`src/rtl/ov2640_capture_pkg.sv`:
```
// Shared constants for the OV2640 capture path, frame buffer and VGA reader:
// FSM state encoding, default frame geometry and RGB565 field positions.
package ov2640_capture_pkg;

    localparam int H_ACTIVE_DEF   = 320;
    localparam int V_ACTIVE_DEF   = 240;
    localparam int NUM_PIXELS_DEF = H_ACTIVE_DEF * V_ACTIVE_DEF;
    localparam int ADDR_W_DEF     = 17;

    // RGB565 field positions inside a 16-bit pixel word
    localparam int RGB_R_MSB = 15;
    localparam int RGB_R_LSB = 11;
    localparam int RGB_G_MSB = 10;
    localparam int RGB_G_LSB = 5;
    localparam int RGB_B_MSB = 4;
    localparam int RGB_B_LSB = 0;

    typedef enum logic [1:0] {
        ST_SYNC   = 2'd0,
        ST_VBLANK = 2'd1,
        ST_ACTIVE = 2'd2
    } cap_state_t;

    // The camera sends the RGB565 high byte first; the pixel word is {first, second}.
    function automatic logic [15:0] rgb565_pair(input logic [7:0] hi_byte,
                                                input logic [7:0] lo_byte);
        return {hi_byte, lo_byte};
    endfunction

endpackage

```
`src/rtl/ov2640_capture_if.sv`:
```
// Camera DVP inputs, frame-buffer write port and tracker status of the capture block.
// The slave modport is the capture block; the master modport is whatever drives the
// camera side and consumes the write port / status.
import ov2640_capture_pkg::*;

interface ov2640_capture_if #(
    parameter int ADDR_W = ADDR_W_DEF
) ();

    logic              i_capture_en;
    logic              i_vsync;
    logic              i_href;
    logic [7:0]        i_cam_data;
    logic              o_wr_en;
    logic [ADDR_W-1:0] o_wr_addr;
    logic [15:0]       o_wr_data;
    logic              o_busy;
    logic              o_frame_done;
    logic              o_frame_err;

    modport slave (
        input  i_capture_en, i_vsync, i_href, i_cam_data,
        output o_wr_en, o_wr_addr, o_wr_data, o_busy, o_frame_done, o_frame_err
    );

    modport master (
        output i_capture_en, i_vsync, i_href, i_cam_data,
        input  o_wr_en, o_wr_addr, o_wr_data, o_busy, o_frame_done, o_frame_err
    );

endinterface

```
`src/rtl/ov2640_byte_pair.sv`:
```
// Pairs consecutive href-qualified camera bytes into RGB565 pixels.
// Inputs are the already-registered camera signals. The pixel strobe is combinational
// so the parent can register it straight into the write port.
import ov2640_capture_pkg::*;

module ov2640_byte_pair (
    input  logic        i_clk,
    input  logic        i_rst,
    input  logic        i_enable,     // capture active
    input  logic        i_clear,      // start of a captured frame
    input  logic        i_href,
    input  logic [7:0]  i_data,
    output logic        o_pix_valid,  // second byte of a pair present this cycle
    output logic [15:0] o_pix_data,
    output logic        o_odd_drop,   // href fell with a dangling high byte
    output logic        o_burst_end   // href fell while capturing
);

    logic       r_phase;
    logic [7:0] r_hi;
    logic       r_href_d;

    // Byte phase, high-byte latch and href history for edge detection
    always_ff @(posedge i_clk or posedge i_rst) begin
        if (i_rst) begin
            r_phase  <= 1'b0;
            r_hi     <= 8'h00;
            r_href_d <= 1'b0;
        end else begin
            r_href_d <= i_href;
            if (i_clear || !i_enable) begin
                r_phase <= 1'b0;
            end else if (i_href) begin
                r_phase <= ~r_phase;
            end else begin
                // a dangling odd byte is dropped when the burst ends
                r_phase <= 1'b0;
            end
            if (i_enable && i_href && !r_phase) begin
                r_hi <= i_data;
            end else begin
                r_hi <= r_hi;
            end
        end
    end

    // Pixel strobe and burst-end events for the current registered byte
    always_comb begin
        o_pix_valid = i_enable && i_href && r_phase;
        o_pix_data  = rgb565_pair(r_hi, i_data);
        o_burst_end = i_enable && r_href_d && !i_href;
        o_odd_drop  = o_burst_end && r_phase;
    end

endmodule

```
`src/rtl/ov2640_capture.sv`:
```
// OV2640 DVP capture: registers the camera bus, waits for a whole frame, pairs bytes
// into RGB565 pixels and writes them to the frame buffer. Reports per-frame completion
// and whether the frame had the expected geometry.
import ov2640_capture_pkg::*;

module ov2640_capture #(
    parameter int H_ACTIVE   = H_ACTIVE_DEF,
    parameter int V_ACTIVE   = V_ACTIVE_DEF,
    parameter int NUM_PIXELS = NUM_PIXELS_DEF,
    parameter int ADDR_W     = ADDR_W_DEF,
    parameter bit VSYNC_POL  = 1'b1
) (
    input  logic              i_wr_clk,
    input  logic              i_rst,
    ov2640_capture_if.slave   cam
);

    localparam logic [ADDR_W-1:0] NUM_PIX_L = ADDR_W'(NUM_PIXELS);
    localparam logic [ADDR_W-1:0] H_L       = ADDR_W'(H_ACTIVE);
    localparam logic [ADDR_W-1:0] V_L       = ADDR_W'(V_ACTIVE);

    // registered camera inputs
    logic        r_vsync;
    logic        r_vsync_d;
    logic        r_href;
    logic [7:0]  r_data;

    cap_state_t  r_state;
    cap_state_t  w_state_nxt;

    logic        w_vs_blank;
    logic        w_vs_rise;
    logic        w_vs_fall;
    logic        w_active;
    logic        w_enter_active;
    logic        w_frame_end;

    logic        w_pix_valid;
    logic [15:0] w_pix_data;
    logic        w_odd_drop;
    logic        w_burst_end;

    logic [ADDR_W-1:0] r_pix_idx;
    logic [ADDR_W-1:0] r_line_pix;
    logic [ADDR_W-1:0] r_line_cnt;
    logic              r_line_err;
    logic              r_ovf_err;

    logic              w_pix_fire;
    logic              w_pix_ovf;
    logic              w_line_close;
    logic              w_line_bad;
    logic              w_line_err_nxt;
    logic              w_ovf_nxt;
    logic [ADDR_W-1:0] w_idx_nxt;
    logic [ADDR_W-1:0] w_lines_nxt;
    logic              w_frame_err;

    // Single register stage on every camera input; vsync history for edge detection
    always_ff @(posedge i_wr_clk or posedge i_rst) begin
        if (i_rst) begin
            // idle at the active-video level so no false edge follows reset
            r_vsync   <= ~VSYNC_POL;
            r_vsync_d <= ~VSYNC_POL;
            r_href    <= 1'b0;
            r_data    <= 8'h00;
        end else begin
            r_vsync   <= cam.i_vsync;
            r_vsync_d <= r_vsync;
            r_href    <= cam.i_href;
            r_data    <= cam.i_cam_data;
        end
    end

    // vsync level and edges seen on the registered copy
    always_comb begin
        w_vs_blank = (r_vsync == VSYNC_POL);
        w_vs_rise  = (r_vsync == VSYNC_POL) && (r_vsync_d != VSYNC_POL);
        w_vs_fall  = (r_vsync != VSYNC_POL) && (r_vsync_d == VSYNC_POL);
    end

    // FSM state register; busy is registered alongside it so it equals state==ACTIVE
    always_ff @(posedge i_wr_clk or posedge i_rst) begin
        if (i_rst) begin
            r_state    <= ST_SYNC;
            cam.o_busy <= 1'b0;
        end else begin
            r_state    <= w_state_nxt;
            cam.o_busy <= (w_state_nxt == ST_ACTIVE);
        end
    end

    // FSM next state: SYNC skips the frame in progress, VBLANK decides per frame
    always_comb begin
        w_state_nxt = r_state;
        case (r_state)
            ST_SYNC: begin
                if (w_vs_blank) begin
                    w_state_nxt = ST_VBLANK;
                end else begin
                    w_state_nxt = ST_SYNC;
                end
            end
            ST_VBLANK: begin
                if (w_vs_fall && cam.i_capture_en) begin
                    w_state_nxt = ST_ACTIVE;
                end else begin
                    w_state_nxt = ST_VBLANK;
                end
            end
            ST_ACTIVE: begin
                if (w_vs_rise) begin
                    w_state_nxt = ST_VBLANK;
                end else begin
                    w_state_nxt = ST_ACTIVE;
                end
            end
            default: begin
                w_state_nxt = ST_SYNC;
            end
        endcase
    end

    // FSM outputs: capture window, frame start and frame end events
    always_comb begin
        w_active       = 1'b0;
        w_enter_active = 1'b0;
        w_frame_end    = 1'b0;
        case (r_state)
            ST_VBLANK: begin
                w_enter_active = w_vs_fall && cam.i_capture_en;
            end
            ST_ACTIVE: begin
                w_active    = 1'b1;
                w_frame_end = w_vs_rise;
            end
            default: begin
                w_active = 1'b0;
            end
        endcase
    end

    ov2640_byte_pair u_byte_pair (
        .i_clk       (i_wr_clk),
        .i_rst       (i_rst),
        .i_enable    (w_active),
        .i_clear     (w_enter_active),
        .i_href      (r_href),
        .i_data      (r_data),
        .o_pix_valid (w_pix_valid),
        .o_pix_data  (w_pix_data),
        .o_odd_drop  (w_odd_drop),
        .o_burst_end (w_burst_end)
    );

    // Next values of the frame counters and error flags, including this cycle's events
    always_comb begin
        w_pix_fire     = w_pix_valid && (r_pix_idx != NUM_PIX_L);
        w_pix_ovf      = w_pix_valid && (r_pix_idx == NUM_PIX_L);
        // a line closes on href fall, or when vsync cuts it short
        w_line_close   = w_burst_end || (w_frame_end && r_href);
        w_line_bad     = w_odd_drop || (r_line_pix != H_L) || (w_frame_end && r_href);
        w_line_err_nxt = r_line_err || (w_line_close && w_line_bad);
        w_ovf_nxt      = r_ovf_err || w_pix_ovf;
        w_idx_nxt      = r_pix_idx + ADDR_W'(w_pix_fire);
        w_lines_nxt    = r_line_cnt + ADDR_W'(w_line_close);
        w_frame_err    = w_line_err_nxt || w_ovf_nxt ||
                         (w_idx_nxt != NUM_PIX_L) || (w_lines_nxt != V_L);
    end

    // Frame counters and sticky error flags, cleared at the start of each captured frame
    always_ff @(posedge i_wr_clk or posedge i_rst) begin
        if (i_rst) begin
            r_pix_idx  <= '0;
            r_line_pix <= '0;
            r_line_cnt <= '0;
            r_line_err <= 1'b0;
            r_ovf_err  <= 1'b0;
        end else if (w_enter_active) begin
            r_pix_idx  <= '0;
            r_line_pix <= '0;
            r_line_cnt <= '0;
            r_line_err <= 1'b0;
            r_ovf_err  <= 1'b0;
        end else if (w_active) begin
            r_pix_idx  <= w_idx_nxt;
            r_line_cnt <= w_lines_nxt;
            r_line_err <= w_line_err_nxt;
            r_ovf_err  <= w_ovf_nxt;
            if (w_line_close) begin
                r_line_pix <= '0;
            end else begin
                r_line_pix <= r_line_pix + ADDR_W'(w_pix_valid);
            end
        end else begin
            r_pix_idx  <= r_pix_idx;
            r_line_pix <= r_line_pix;
            r_line_cnt <= r_line_cnt;
            r_line_err <= r_line_err;
            r_ovf_err  <= r_ovf_err;
        end
    end

    // Registered frame-buffer write port
    always_ff @(posedge i_wr_clk or posedge i_rst) begin
        if (i_rst) begin
            cam.o_wr_en   <= 1'b0;
            cam.o_wr_addr <= '0;
            cam.o_wr_data <= 16'h0000;
        end else begin
            cam.o_wr_en <= w_pix_fire;
            if (w_pix_fire) begin
                cam.o_wr_addr <= r_pix_idx;
                cam.o_wr_data <= w_pix_data;
            end else if (w_enter_active) begin
                cam.o_wr_addr <= '0;
            end else begin
                cam.o_wr_addr <= cam.o_wr_addr;
            end
        end
    end

    // Registered per-frame status, raised the cycle after the frame ends
    always_ff @(posedge i_wr_clk or posedge i_rst) begin
        if (i_rst) begin
            cam.o_frame_done <= 1'b0;
            cam.o_frame_err  <= 1'b0;
        end else begin
            cam.o_frame_done <= w_frame_end;
            cam.o_frame_err  <= w_frame_end && w_frame_err;
        end
    end

endmodule

```
`src/flat_wrapper.sv`:
```
// flat-port wrapper written by rule: the top's interface ports become plain ports
module ov2640_capture_flat 
#(
    parameter int H_ACTIVE   = H_ACTIVE_DEF,
    parameter int V_ACTIVE   = V_ACTIVE_DEF,
    parameter int NUM_PIXELS = NUM_PIXELS_DEF,
    parameter int ADDR_W     = ADDR_W_DEF,
    parameter bit VSYNC_POL  = 1'b1
)
  (i_wr_clk, i_rst, cam_i_capture_en, cam_i_vsync, cam_i_href, cam_i_cam_data, cam_o_wr_en, cam_o_wr_addr, cam_o_wr_data, cam_o_busy, cam_o_frame_done, cam_o_frame_err);
  ov2640_capture_if #(.ADDR_W(ADDR_W)) cam_i ();
  input  logic i_wr_clk;
  input  logic i_rst;
  input wire logic [$bits(cam_i.i_capture_en)-1:0] cam_i_capture_en;
  input wire logic [$bits(cam_i.i_vsync)-1:0] cam_i_vsync;
  input wire logic [$bits(cam_i.i_href)-1:0] cam_i_href;
  input wire logic [$bits(cam_i.i_cam_data)-1:0] cam_i_cam_data;
  output wire logic [$bits(cam_i.o_wr_en)-1:0] cam_o_wr_en;
  output wire logic [$bits(cam_i.o_wr_addr)-1:0] cam_o_wr_addr;
  output wire logic [$bits(cam_i.o_wr_data)-1:0] cam_o_wr_data;
  output wire logic [$bits(cam_i.o_busy)-1:0] cam_o_busy;
  output wire logic [$bits(cam_i.o_frame_done)-1:0] cam_o_frame_done;
  output wire logic [$bits(cam_i.o_frame_err)-1:0] cam_o_frame_err;
  assign cam_i.i_capture_en = cam_i_capture_en;
  assign cam_i.i_vsync = cam_i_vsync;
  assign cam_i.i_href = cam_i_href;
  assign cam_i.i_cam_data = cam_i_cam_data;
  assign cam_o_wr_en = cam_i.o_wr_en;
  assign cam_o_wr_addr = cam_i.o_wr_addr;
  assign cam_o_wr_data = cam_i.o_wr_data;
  assign cam_o_busy = cam_i.o_busy;
  assign cam_o_frame_done = cam_i.o_frame_done;
  assign cam_o_frame_err = cam_i.o_frame_err;
  ov2640_capture #(.H_ACTIVE(H_ACTIVE), .V_ACTIVE(V_ACTIVE), .NUM_PIXELS(NUM_PIXELS), .ADDR_W(ADDR_W), .VSYNC_POL(VSYNC_POL)) u_core (.i_wr_clk(i_wr_clk), .i_rst(i_rst), .cam(cam_i));
endmodule
```
`config.mk`:
```
export PLATFORM = sky130hd
export DESIGN_NAME = ov2640_capture_flat
export DESIGN_NICKNAME = d
export VERILOG_FILES = /design/src/rtl/ov2640_capture_pkg.sv /design/src/rtl/ov2640_capture_if.sv /design/src/rtl/ov2640_byte_pair.sv /design/src/rtl/ov2640_capture.sv /design/src/flat_wrapper.sv
export SDC_FILE = /design/constraint.sdc
export NUM_CORES = 1
export LEC_CHECK = 0
export ABC_AREA = 1
export CAP_MARGIN = 0
export CORE_AREA = 2 2 119 121
export DETAILED_ROUTE_END_ITERATION = 7
export DIE_AREA = 0 0 121 123
export DONT_BUFFER_PORTS = 1
export PLACE_DENSITY = 0.65
export SETUP_SLACK_MARGIN = 0.05
export SLEW_MARGIN = 5
export SYNTH_ARGS = -nofsm -noshare
export SYNTH_HDL_FRONTEND = slang
export SYNTH_HIERARCHICAL = 1
export SYNTH_SLANG_ARGS = --single-unit
```
`constraint.sdc`:
```
create_clock -name i_wr_clk -period 3.4 [get_ports i_wr_clk]
set_input_delay 0.51 -clock i_wr_clk [delete_from_list [all_inputs] [get_ports i_wr_clk]]
set_output_delay 0.51 -clock i_wr_clk [all_outputs]
set_load 0.005 [all_outputs]
```
# [Yosys cells after proc, flatten, opt, wreduce, memory -nomap -nowiden]
# Index checks and enable logic that the tools add are counted.
[word_totals] elab_cells=84 output_inout_bits=37 ff_bits=113
[classes] bitwise_logic=3 n_addsub=3 n_mux=22 n_reduce_logical=29 n_eq_ne=8
[op_table] cell="17-bit two-way mux" n=9
[op_table] cell="17-bit by 1-bit adder with 17-bit output" n=3
[op_table] cell="17-bit != test (second input constant)" n=2
[op_table] cell="17-bit == test (second input constant)" n=1
[op_table] cell="17-bit by 8-bit != test with 1-bit output (second input constant)" n=1
[op_table] cell="17-bit by 9-bit != test with 1-bit output (second input constant)" n=1
[op_table] cell="1-bit logical AND" n=14
[op_table] cell="1-bit two-way mux" n=10
[op_table] cell="1-bit logical OR" n=9
[op_table] cell="2-bit case mux with 3 select lines" n=1
[op_table] cell="2-bit == test (second input constant)" n=2
[op_table] cell="2-bit two-way mux" n=2
[op_table] cell="2-bit nonzero test" n=2
[op_table] cell="1-bit zero test" n=3
[op_table] cell="1-bit NOT" n=3
[op_table] cell="2-bit by 1-bit == test with 1-bit output (second input constant)" n=1
[op_table] cell="2-bit zero test" n=1

# [Longest topological paths before layout]
# Gate-level depths: netlist of the first run.
[logic_depth] word_depth=13 depth_mapped=24

# [By module]
# Netlist of the first run, hierarchy kept.
[modules_own_cells] module="ov2640_capture" seq_area_each_um2=2577.5 instances=1 area_per_inst_um2=5190.0 cells_per_inst=651
[modules_own_cells] module="ov2640_byte_pair" seq_area_each_um2=250.2 instances=1 area_per_inst_um2=503.0 cells_per_inst=54

# [Worst setup path after synthesis of the first run]
# Ideal clock, no wire load.
[synth_path] path_kind="reg2reg" start="register u_core.r_state[0]" end="register u_core.cam.o_frame_err" required_time_ps=3285 path_stages_with_launch=23 arrival_time_ps=3135 synth_period_minus_slack_ps=3250 setup_time_ps=115 slack_ps=150 path_cell_list="dfrtp_1 > inv_1 > nand2_2 > inv_2 > clkbuf_1 > buf_6 > nand2_1 > nor2_1 > nand2_1 > inv_2 > buf_2 > ha_1 > ha_1 > nand3_2 > inv_2 > nand2_4 > nor2_4 > xor2_2 > nand2_1 > nor2_1 > nand2_1 > nor2_1 > nor2_1"
[synth_via] word_cells_on_any_way=25 cone_classes="add/sub (2); eq/ne (3); mux (2); reduce/logical (18)"
[synth_lines] element="start, declared" line="ov2640_capture.sv:28" source="cap_state_t r_state;"
[synth_lines] element="start signal, assigned" line="ov2640_capture.sv:88" source="r_state <= w_state_nxt;"
[synth_lines] element="2-bit == test" line="ov2640_capture.sv:129" source="case (r_state)"
[synth_lines] element="1-bit two-way mux" line="ov2640_capture.sv:129"
[synth_lines] element="net u_core.w_active" line="ov2640_capture.sv:34" source="logic w_active;"
[synth_lines] element="1-bit logical AND (2 in series)" line="ov2640_byte_pair.sv:49" source="o_pix_valid = i_enable && i_href && r_phase;"
[synth_lines] element="net u_core.w_pix_valid" line="ov2640_capture.sv:38" source="logic w_pix_valid;"
[synth_lines] element="1-bit logical AND" line="ov2640_capture.sv:158" source="w_pix_fire = w_pix_valid && (r_pix_idx != NUM_PIX_L);"
[synth_lines] element="net u_core.w_pix_fire" line="ov2640_capture.sv:49" source="logic w_pix_fire;"
[synth_lines] element="17-bit by 1-bit adder with 17-bit output" line="ov2640_capture.sv:165" source="w_idx_nxt = r_pix_idx + ADDR_W'(w_pix_fire);"
[synth_lines] element="17-bit != test" line="ov2640_capture.sv:168" source="(w_idx_nxt != NUM_PIX_L) || (w_lines_nxt != V_L);"
[synth_lines] element="1-bit logical OR" line="ov2640_capture.sv:167" source="w_frame_err = w_line_err_nxt || w_ovf_nxt ||"
[synth_lines] element="1-bit logical OR" line="ov2640_capture.sv:168"
[synth_lines] element="1-bit logical AND" line="ov2640_capture.sv:230" source="cam.o_frame_err <= w_frame_end && w_frame_err;"
[synth_lines] element="end signal, assigned" line="ov2640_capture.sv:230"
[synth_lines] element="end, declared" line="ov2640_capture_if.sv:23" source="output o_wr_en, o_wr_addr, o_wr_data, o_busy, o_frame_done, o_frame_err"
# The timed path passes the listed nets, and every way through them passes these cells.
# A chain may end at the register's enable or synchronous reset.

# [Final worst setup path of the first run]
[layout_path] start="register u_core.r_state[0]" end="register u_core.cam.o_frame_err"
[layout_via] elab_chain_cells=13 word_cells_on_any_way=25 cone_classes="add/sub (2); eq/ne (3); mux (2); reduce/logical (18)"
[layout_lines] element="2-bit == test (*)" line="ov2640_capture.sv:129"
[layout_lines] element="1-bit two-way mux (*)" line="ov2640_capture.sv:129"
[layout_lines] element="1-bit logical AND (*) (2 in series)" line="ov2640_byte_pair.sv:51" source="o_burst_end = i_enable && r_href_d && !i_href;"
[layout_lines] element="net u_core.w_burst_end" line="ov2640_capture.sv:41" source="logic w_burst_end;"
[layout_lines] element="parallel branches: the longest is 7 deep, another holds 17-bit by 1-bit adder with 17-bit output"
[layout_lines] element="1-bit logical OR (*)" line="ov2640_capture.sv:168"
[layout_lines] element="1-bit logical AND (*)" line="ov2640_capture.sv:230"
# Mark *: on every way through the listed nets, which the timed path passes.

==> impl_results.rst, run 1 <==
.. list-table::
   :header-rows: 1

   * - Metric
     - Value
   * - Final-report setup violation count
     - 0
   * - Global placer's final weighted congestion
     - 0.905
   * - Endpoint arrival time on the critical path
     - 3340 ps
   * - Count of routing violations after the opening detailed-route iteration
     - ~320
   * - Post-route worst hold slack
     - 129 ps
   * - Half-perimeter wire length of the detailed placement result
     - just over 9000 µm
   * - Largest net degree at the start of global routing
     - 83
   * - Actual slew at the worst max-slew pin
     - around 1000 ps
   * - FFs w/ async S/R, synth
     - 100%
   * - Post-synth EDFFs
     - 0
   * - Area growth, synth to finish
     - 12.0%
   * - GR Util All Layers
     - 18.7%
   * - Share of the synthesized netlist area taken by xor and xnor gates
     - 1.98%
   * - Proportion of power drawn by the clock network
     - between 30% and 40%
   * - Post-synthesis share of cell area spent on and, or, nand and nor gates
     - 30.6%
   * - Portion of total power attributed to combinational logic
     - 24.3%
   * - Share of cells above drive strength 1
     - 12.7%
   * - Worst-skew pair later-pin latency
     - 400 ps
   * - Flop and latch count out of synthesis
     - 113
   * - Number of cells produced by synthesis
     - 705
   * - Horizontal die dimension
     - approximately 120 µm
   * - Vias per std cell
     - 5.16
   * - Final Slew Violations
     - 0
   * - Via count of the first global-routing pass
     - 4580
   * - Total number of clock tree sinks
     - ~110
   * - Run status
     - finished, final reports clean
   * - Number of cells on the worst reg-to-reg path
     - 19
   * - DRC violations left
     - 0
   * - CTS Root Buffer Type
     - clkbuf_16
   * - Maximum frequency from static timing analysis
     - between 300 and 400 MHz
   * - Primary FF master, synth
     - dfrtp_1
   * - Crit path capture type
     - flop
   * - Number of distinct library cells after synthesis
     - 33
   * - Internal power of the cells
     - 3.17 mW
   * - IO buf count
     - 0
   * - Peak ir drop on the vdd network
     - roughly 0.48 mV
   * - Synthesized-area fraction occupied by ao, oa, aoi and oai cells
     - 8.09%
   * - Cell Area, Synth
     - 5690 µm²
   * - Clk_skew
     - 9.58 ps
   * - Share of the core filled with cells
     - between 40% and 50%
   * - Number of buffers on the longest clock path
     - 2
   * - Worst slew margin relative to its limit
     - 33.6%
   * - Final Hold Violating Endpoints
     - 0
   * - Worst Setup Slack, final
     - 350 ps
   * - Global route total overflow
     - 0
   * - Period utilization
     - 89.7%
   * - Portion of netlist area occupied by mux cells
     - 0%
   * - Min-delay worst type
     - in -> reg
   * - Initial antenna violation count
     - 0
   * - First-pass GRT wire length
     - 22100 µm
   * - Drt total wl
     - 13100 µm
   * - Sequential cell area fraction in the yosys report
     - 49.7%
   * - Router iterations before antenna repair
     - 5
   * - Warning count from the yosys run
     - 6
   * - Worst slack, placed
     - 249 ps
   * - Setup crit start kind
     - flop
   * - Final-layout fill cell count
     - between 1000 and 1500
   * - Number of rows created at floorplan
     - 43
   * - Switching power
     - 1.83 mW
   * - Switching fraction of total power
     - between 30% and 40%
   * - Unrepaired setup endpoints after global routing
     - false
   * - Worst-path maximum fanout
     - 26
   * - Total number of vias
     - about 4600
   * - Starting Density
     - a little over two fifths
   * - Placeable Area
     - 13600 µm²
   * - Leakage power total
     - between 2 and 3 nW
   * - Post-layout nets
     - 725
   * - WP data required
     - 3690 ps
   * - Remaining number of nets flagged by the antenna check after routing
     - 0
   * - Post-DR wirelength/cell
     - roughly 15 µm
   * - Combinational family with the most area after synthesis
     - simple AND/OR/NAND/NOR gates
   * - Number of buffers created by CTS
     - 17
   * - Level count of the clock H-tree
     - 4
   * - Antenna Cells
     - 0
   * - Synthesized area per cell
     - about 8.1 µm²
   * - Crit Path Category
     - reg -> reg
   * - Flop pwr share
     - 42.8%
   * - Total negative slack
     - 0 ps
   * - Die Y-Extent
     - 123 µm
   * - Power density relative to cell area
     - 783 nW/µm²
   * - Count of max-cap constraint violations
     - 0
   * - Die ar.
     - 14900 µm²
   * - Top-Level Pins
     - 50
   * - Final min period
     - 3050 ps
   * - Clock Pin Slew Worst Setup and Hold Paths
     - roughly 60 ps
   * - Syn nets
     - 725
   * - TritonCTS clock tree
     - built
   * - Synthesized-area fraction occupied by adder cells
     - under 10%
   * - Number of cells on the worst hold path
     - 0
==> through the flow <==
step	total power [mW]	cells	instance area, µm²
floorplan	2.98	705	5690
global placement	3.29	865	5790
detailed placement	3.34	865	5790
CTS	5.00	897	6360
global route	5.34	897	6380
finish	5.00	897	6380
==> registers in the layout (all words and copies together) (netlist names) <==
name	count
u_core/r_data	8
u_core/r_vsync_d	1
u_core/cam.o_wr_data	16
u_core/r_pix_idx	17
u_core/cam.o_frame_done	1
u_core/cam.o_wr_addr	17
u_core/r_line_err	1
u_core/cam.o_busy	1
u_core/r_line_pix	17
u_core/u_byte_pair/r_hi	8
u_core/u_byte_pair/r_phase	1
u_core/r_line_cnt	17
u_core/r_vsync	1
u_core/cam.o_wr_en	1
u_core/r_ovf_err	1
u_core/r_state	2
u_core/cam.o_frame_err	1
u_core/u_byte_pair/r_href_d	1
u_core/r_href	1
==> logic make-up after synthesis <==
family,count (synthesis)
fa+ha+maj,7
simple gates,387
flops,113
xor+xnor,12
compound gates,84
buf+inv,102
==> placed cells by master, fill, tap and decap left out, types with 2 or more instances in the layout <==
master / netlist / final
a21oi_1: 5 / 5
buf_4: 11 / 6
clkbuf_16: 0 / 17
clkinv_2: 0 / 3
clkinv_4: 0 / 3
clkinvlp_4: 0 / 3
dfrtp_1: 113 / 113
ha_1: 7 / 6
inv_1: 65 / 64
inv_2: 9 / 9
inv_6: 0 / 2
nand2_1: 212 / 212
nand2_2: 10 / 10
nand2_4: 2 / 2
nand3_1: 54 / 54
nand3_2: 4 / 4
nand4_1: 18 / 18
nor2_1: 60 / 60
nor2_2: 15 / 15
nor2_4: 6 / 6
nor3_4: 1 / 2
o21ai_0: 50 / 50
o21ai_1: 4 / 4
o22ai_1: 21 / 21
xor2_1: 11 / 10
xor2_2: 1 / 2
==> power groups by stage <==
stage	registers (mW)	logic [mW]	clock network, mW
after floorplan	2.03	0.946	0
after global placement	2.13	1.16	0
after detailed placement	2.14	1.20	0
after CTS	2.13	1.20	1.67
after global routing	2.19	1.41	1.74
final	2.14	1.21	1.64
==> cells in the mapped netlist, types with 10 or more instances <==
| library cell | instances | area (µm²) |
|---|---|---|
| nand2_2 | 10 | 62.6 |
| o22ai_1 | 21 | 131 |
| xor2_1 | 11 | 96.3 |
| inv_1 | 65 | 244 |
| nor2_2 | 15 | 93.8 |
| buf_4 | 11 | 82.6 |
| nand2_1 | 212 | 796 |
| o21ai_0 | 50 | 250 |
| nand3_1 | 54 | 270 |
| nand4_1 | 18 | 113 |
| dfrtp_1 | 113 | 2830 |
| nor2_1 | 60 | 225 |
==> critical path, cell delays in order, from the launching register on <==
cell,delay (ps)
dfrtp_1,370
inv_1,140
nand2_2,80
inv_2,60
buf_6,250
nand2_2,90
nor2_1,140
inv_1,50
nand2_1,90
ha_2,250
ha_1,220
nand3_2,130
nor2_1,170
nand3_1,160
xor2_2,210
nand2_1,80
nor2_1,190
nand2_1,80
nor2_1,110
nor2_1,50
==> worst paths after layout <==
path                                        start  slack [ps]                       to
worst max-delay path            u_core/r_state[0]         350   u_core/cam.o_frame_err
worst min-delay path            cam_i_cam_data[2]         130         u_core/r_data[2]
worst max register to register  u_core/r_state[0]         350   u_core/cam.o_frame_err
worst min register to register     u_core/r_vsync         390         u_core/r_vsync_d
max in group asynchronous                   i_rst        2310        u_core/r_state[1]
min in group asynchronous                   i_rst         220  u_core/cam.o_wr_data[2]
==> routing by layer <==
metal,routed length [µm],share of wire (%),GRT usage [%]
met1,6100,47,25.5
met4,210,1.6,5.60
met3,568,4.3,4.43
met5,0,0,0
met2,6190,47,29.7
==> cell type report <==
cell class,instances,area (µm²),share of cell area (%)
multi-input cells,490,2420,38.0
inverters,75,284,4.45
well taps,180,225,3.53
clock buffers,19,443,6.94
repair buffers,8,66.3,1.04
flip-flops and latches,113,2830,44.3
clock inverters,12,111,1.75
==> repair_timing <==
| item | 4_1_cts | 5_1_grt |
|---|---|---|
| endpoints found under the hold margin | 10 | 0 |
| buffers inserted | 0 | 0 |
| endpoints found under the setup margin | 0 | 1 |
| hold buffers | 1 | 0 |
| gates resized for setup | 0 | 4 |
Note: power is estimated with default switching activity, not from simulation.
==> run 2, diff against run 1 <==
--- a/config.mk
+++ b/config.mk
@@ -7,11 +7,11 @@
 export LEC_CHECK = 0
 export ABC_AREA = 1
 export CAP_MARGIN = 0
-export CORE_AREA = 2 2 119 121
+export CORE_AREA = 2 2 141 143
 export DETAILED_ROUTE_END_ITERATION = 7
-export DIE_AREA = 0 0 121 123
+export DIE_AREA = 0 0 143 145
 export DONT_BUFFER_PORTS = 1
-export PLACE_DENSITY = 0.65
+export PLACE_DENSITY = 0.52
 export SETUP_SLACK_MARGIN = 0.05
 export SLEW_MARGIN = 5
 export SYNTH_ARGS = -nofsm -noshare
==> impl_results.rst, run 2 (synthesized netlist as in run 1, its figures left out) <==
.. list-table::
   :header-rows: 1

   * - Metric
     - Value
   * - Run status
     - finished, final reports clean
   * - Number of buffers created by CTS
     - 17 (unchanged)
   * - End of the worst register-to-register path
     - u_core/cam.o_frame_err
   * - Worst reg2reg setup slack
     - 440 ps (+90 ps)
   * - Worst-path maximum fanout
     - 24 (-7.7%)
   * - Horizontal die dimension
     - 143 µm (+18%)
   * - Total number of clock tree sinks
     - 113 (unchanged)
   * - WP data required
     - 3700 ps (about the same)
   * - Global placer's final weighted congestion
     - 0.879 (-2.9%)
   * - Level count of the clock H-tree
     - 4 (unchanged)
   * - Min-delay worst type
     - in -> reg
   * - Antenna Cells
     - 0 (unchanged)
   * - Unrepaired setup endpoints after global routing
     - false
   * - Starting Density
     - 29.6% (-12 points)
   * - Maximum frequency from static timing analysis
     - 338 MHz (+3.0%)
   * - Number of cells on the worst reg-to-reg path
     - 17 (-2)
   * - Count of max-cap constraint violations
     - 0 (unchanged)
   * - Total negative slack
     - 0 ps (unchanged)
   * - Router iterations before antenna repair
     - 5 (unchanged)
   * - Most common cell after layout, fill and taps aside
     - nand2_1
   * - Period utilization
     - 87.1% (-2.6 points)
   * - Post-layout nets
     - 726 (+0.14%)
   * - Worst slew margin relative to its limit
     - 55.5% (+22 points)
   * - Number of cells on the worst hold path
     - 0 (unchanged)
   * - End point of the most critical hold path
     - u_core/r_data[6]
   * - Final Hold Violating Endpoints
     - 0 (unchanged)
   * - Half-perimeter wire length of the detailed placement result
     - 9530 µm (+4.8%)
   * - Setup repair bufs after CTS
     - 0 (unchanged)
   * - Worst-skew pair later-pin latency
     - 420 ps (+20 ps)
   * - Highest-count cells in the layout ignoring fill and taps
     - nand2_1 (212), dfrtp_1 (113), inv_1 (64)
   * - Largest net degree at the start of global routing
     - 76 (-8.4%)
   * - IO buf count
     - 0 (unchanged)
   * - Top-Level Pins
     - 50 (unchanged)
   * - TritonCTS clock tree
     - built
   * - Global route total overflow
     - 0 (unchanged)
   * - Remaining number of nets flagged by the antenna check after routing
     - 0 (unchanged)
   * - First-pass GRT wire length
     - 22900 µm (+3.4%)
   * - Worst setup path startpoint
     - u_core/r_state[0]
   * - Placeable Area
     - 19200 µm² (+41%)
   * - Post-DR wirelength/cell
     - 14.1 µm (-3.4%)
   * - # placed instances
     - 951 (+9.9%)
   * - Placed inst area
     - 5920 µm² (+2.2%)
   * - Number of buffers on the longest clock path
     - 2 (unchanged)
   * - Clk_skew
     - 15.8 ps (+6.20 ps)
   * - Final min period
     - 2960 ps (-88.4 ps)
   * - Number of rows created at floorplan
     - 51 (+19%)
   * - Count of routing violations after the opening detailed-route iteration
     - 237 (-25%)
   * - Crit Reg-Reg Startpoint
     - u_core/r_state[0]
   * - Endpoint arrival time on the critical path
     - 3260 ps (-80 ps)
   * - Share of cells above drive strength 1
     - 12.9% (+0.24 points)
   * - Clock Pin Slew Worst Setup and Hold Paths
     - 60 ps (about the same)
   * - Initial antenna violation count
     - 0 (unchanged)
   * - GR Util All Layers
     - 14.2% (-4.5 points)
   * - Non-filler instance count after layout
     - 984 (+9.7%)
   * - Power density relative to cell area
     - 773 nW/µm² (-1.3%)
   * - Peak ir drop on the vdd network
     - 0.366 mV (-23%)
   * - Area growth, synth to finish
     - 14.2%
   * - Crit path capture type
     - flop
   * - Vias per std cell
     - 4.53 (-12%)
   * - Post-route standard cell area excluding fillers
     - 6500 µm² (+1.9%)
   * - Drt total wl
     - 13800 µm (+5.9%)
   * - Hold path startpoint
     - cam_i_cam_data[6]
   * - DRC violations left
     - 0 (unchanged)
   * - Setup crit start kind
     - flop
   * - Die Y-Extent
     - 145 µm (+18%)
   * - Crit Path Category
     - reg -> reg
   * - Die ar.
     - 20700 µm² (+39%)
   * - Actual slew at the worst max-slew pin
     - 667 ps (-328 ps)
   * - CTS Root Buffer Type
     - clkbuf_16
   * - Via count of the first global-routing pass
     - 4457 (-2.7%)
   * - Total power
     - 5.02 mW (+0.52%)
   * - Total number of vias
     - 4461 (-3.6%)
   * - Final-report setup violation count
     - 0 (unchanged)
   * - Final-layout fill cell count
     - 2012 (+54%)
   * - Final Slew Violations
     - 0 (unchanged)
   * - Leakage power total
     - 2.99 nW (+0.38%)
==> run 2: critical path: stages, from the launching register on <==
cell and delay (ps):
dfrtp_1 370, inv_1 140, nand2_2 80, buf_4 230
nor3_2 240, nand2_1 120, nand2_1 100, ha_2 250
ha_1 220, nand3_2 140, nor2_1 150, nand3_1 120
xor2_1 200, nand2_1 80, nor2_1 150, nand2_1 70
nor2_1 110, nor2_1 50
==> run 2: where the power goes <==
group          leakage [nW]  total (mW)  switching (mW)  internal [mW]
clock network         0.271        1.68           0.673           1.01
registers              1.51        2.14           0.413           1.72
logic                  1.20        1.20           0.782          0.421
==> run 2: stage by stage <==
stage               hold slack (ps)  worst slack (ps)  util (%)
floorplan                       350               150         -
global placement                385               400      30.8
detailed placement              388               317      30.8
CTS                            98.0               310      33.8
global route                   91.9              97.8      33.8
finish                          116               439      33.8
==> run 2: layer usage <==
layer	track usage [%]	vias up	wire (µm)
met5	0	-	0
met4	6.19	0	179
met3	3.89	13	658
met2	21.7	77	6310
met1	18.7	2088	6700
li1	-	2283	-
==> run 2: worst max path at each step <==
stage                                  end
detailed placement  u_core/cam.o_frame_err
floorplan           u_core/cam.o_frame_err
global route        u_core/cam.o_frame_err
finish              u_core/cam.o_frame_err
global placement    u_core/cam.o_frame_err
CTS                 u_core/cam.o_frame_err
==> run 2: layout make-up <==
| type | count | area (µm²) | area share, % |
|---|---|---|---|
| Multi-Input combinational cell | 490 | 2410 | 37.0 |
| Inverter | 75 | 284 | 4.37 |
| Timing Repair Buffer | 9 | 86.3 | 1.33 |
| Sequential cell | 113 | 2830 | 43.5 |
| Clock buffer | 17 | 425 | 6.55 |
| Clock inverter | 15 | 136 | 2.10 |
| Tap cell | 265 | 332 | 5.10 |
==> run 2: what timing repair did <==
item                                    4_1_cts  5_1_grt
resized for setup                             0        2
hold buffers                                  1        0
endpoints found under the setup margin        0        1
endpoints found under the hold margin        38        0
==> RTL change: new RTL, settings of run 2 <==
Set the package constant `ADDR_W_DEF` to 15 (it was 17).
--- a/src/rtl/ov2640_capture_pkg.sv
+++ b/src/rtl/ov2640_capture_pkg.sv
@@ -5,7 +5,7 @@
     localparam int H_ACTIVE_DEF   = 320;
     localparam int V_ACTIVE_DEF   = 240;
     localparam int NUM_PIXELS_DEF = H_ACTIVE_DEF * V_ACTIVE_DEF;
-    localparam int ADDR_W_DEF     = 17;
+    localparam int ADDR_W_DEF     = 15;
 
     // RGB565 field positions inside a 16-bit pixel word
     localparam int RGB_R_MSB = 15;
Ports: changed (resized cam_o_wr_addr); port bits go from 50 to 48. No check against the original RTL was run, so the function may have changed too.
==> RTL change against run 2 <==
First-iteration DRC count increased by 26%. Cell count fell by 9.8%. Utilization shrank 4.3 points. Setup slack better by 0.027 ns. Sequential cell count shrank 8. Area after synthesis down 9.2%. Cell area decreased by 13%. Maximum frequency rose by 0.91%. Count of clock-buffer cells in the layout down 8. Die area unchanged. Routed wire length down 13%. Total power down 19%. Combinational power shrank 9%. Largest power group unchanged.
==> RTL change: results (changes against run 2) <==
[drt]
wl_met3_um=545  ; -17%
drt-met1-wl_um=6080  ; -9.2%
vias=3982  ; -11%
drt-pass1-iter-count=4  ; -1
drt_iter0_drc=298  ; +26%
dr_wl_met2_um=5350  ; -15%
drt_wl_total_um=12100  ; -13%

[place]
post-place-cells=872  ; -8.3%
place.detailed.hpwl_um=8440  ; -11%
final_weighted_congestion_of_routability_driven_global_placement=0.861  ; -2.0%
place_area_um2=5380  ; -9.1%
placement.setup.worst_slack_ns=0.507  ; +0.190 ns

[min_path]
min_delay_worst_type=input pin to asynchronous set/reset pin

[pwr]
p_comb_mw=1.09  ; -9%
leakagePower_nw=2.57  ; -14%
power_mw=4.07  ; -19%
vdd_ir_drop_max_mv=0.295  ; -19%
power.sequential.fraction_pct=47.9  ; +5.3 points
cellInternalPower_mw=2.49  ; -21%

[synth]
synthTopCellsByCount=183 x nand2_1, 105 x dfrtp_1, 61 x inv_1, 50 x nand3_1, 47 x nor2_1
flip_flop_and_latch_count_after_synthesis=105  ; -7.1%
synth_area_leaders=dfrtp_1 51%, nand2_1 13%, nand3_1 4.8%
post_synth_xor_area_fraction_pct=1.52  ; -0.45 points
synth_seq_area_share_pct=50.8  ; +1.2 points
synthesized_area_fraction_occupied_by_adder_cells_pct=1.45  ; -0.086 points
synth_compound_area_share_pct=8.13  ; +0.044 points
postSynthAreaPerCell_um2=8.29  ; +2.6%

[final_layout]
n_fill_cell=2064  ; +2.6%
multiInputCombCellCount=429  ; -12%
non_clock_inverter_count=65  ; -13%
layout.nets=637  ; -12%
post_layout_instance_count_excluding_filler_cells=888  ; -9.8%
fraction_of_layout_instances_using_a_drive_strength_above_1_pct=9.63  ; -3.3 points
area_growth_pct=9.85
layout.clock.cell_area_share_pct=5.20  ; -3.4 points
final.clkbuf_count=9  ; -8
non_clock_buffer_count=8  ; -1
buffer_area_share_pct=1.06  ; -0.27 points
sh_seq_area_pct=46.3  ; +2.8 points
max_flop_register=u_core/cam.o_wr_data
multi_input_gate_area_um2=2120  ; -12%

[global_route]
global_route.usage.met1_pct=17.8  ; -0.91 points
grt_max_degree=81  ; +6.6%
grtUsageTotal_pct=12.3  ; -1.9 points
grt_pass1_wl_um=20700  ; -9.6%
grtUsageMet2_pct=18.4  ; -3.3 points
grtUsageMet3_pct=3.33  ; -0.56 points

[timing]
final.setup_skew_ns=0.00878  ; -0.00700 ns
timing_worst_slew_pin_value_ns=1.04  ; +0.372 ns

[clocking]
cts_max_level=3  ; -1
clk-insertion-delay-late_ns=0.35  ; -0.07 ns
clkSlewWorstSetupHoldPaths_ns=0.08  ; +0.02 ns

[status]
status=completed

==> RTL change: changes by cell type in the layout (fill, tap and decap cells not counted), moves of 6 or more <==
cell	change
nor2_2	-6
dfrtp_1	-8
nor2_1	-13
o21ai_0	-7
clkbuf_16	-8
nand2_1	-29
==> RTL change: final timing paths <==
kind,startpoint,end,slack (ns),depth (start not counted)
max in group asynchronous,i_rst,u_core/r_vsync$_DFF_PP0_,2.36,2
min reg2reg,u_core/r_vsync$_DFF_PP0_,u_core/r_vsync_d$_DFF_PP0_,0.38,0
max,u_core/r_state[0]$_DFF_PP0_,u_core/cam.o_frame_err$_DFF_PP0_,0.47,20
min,i_rst,u_core/u_byte_pair/r_href_d$_DFF_PP0_,0.02,1
max reg2reg,u_core/r_state[0]$_DFF_PP0_,u_core/cam.o_frame_err$_DFF_PP0_,0.47,20
min in group i_wr_clk,cam_i_cam_data[1],u_core/r_data[1]$_DFF_PP0_,0.18,0
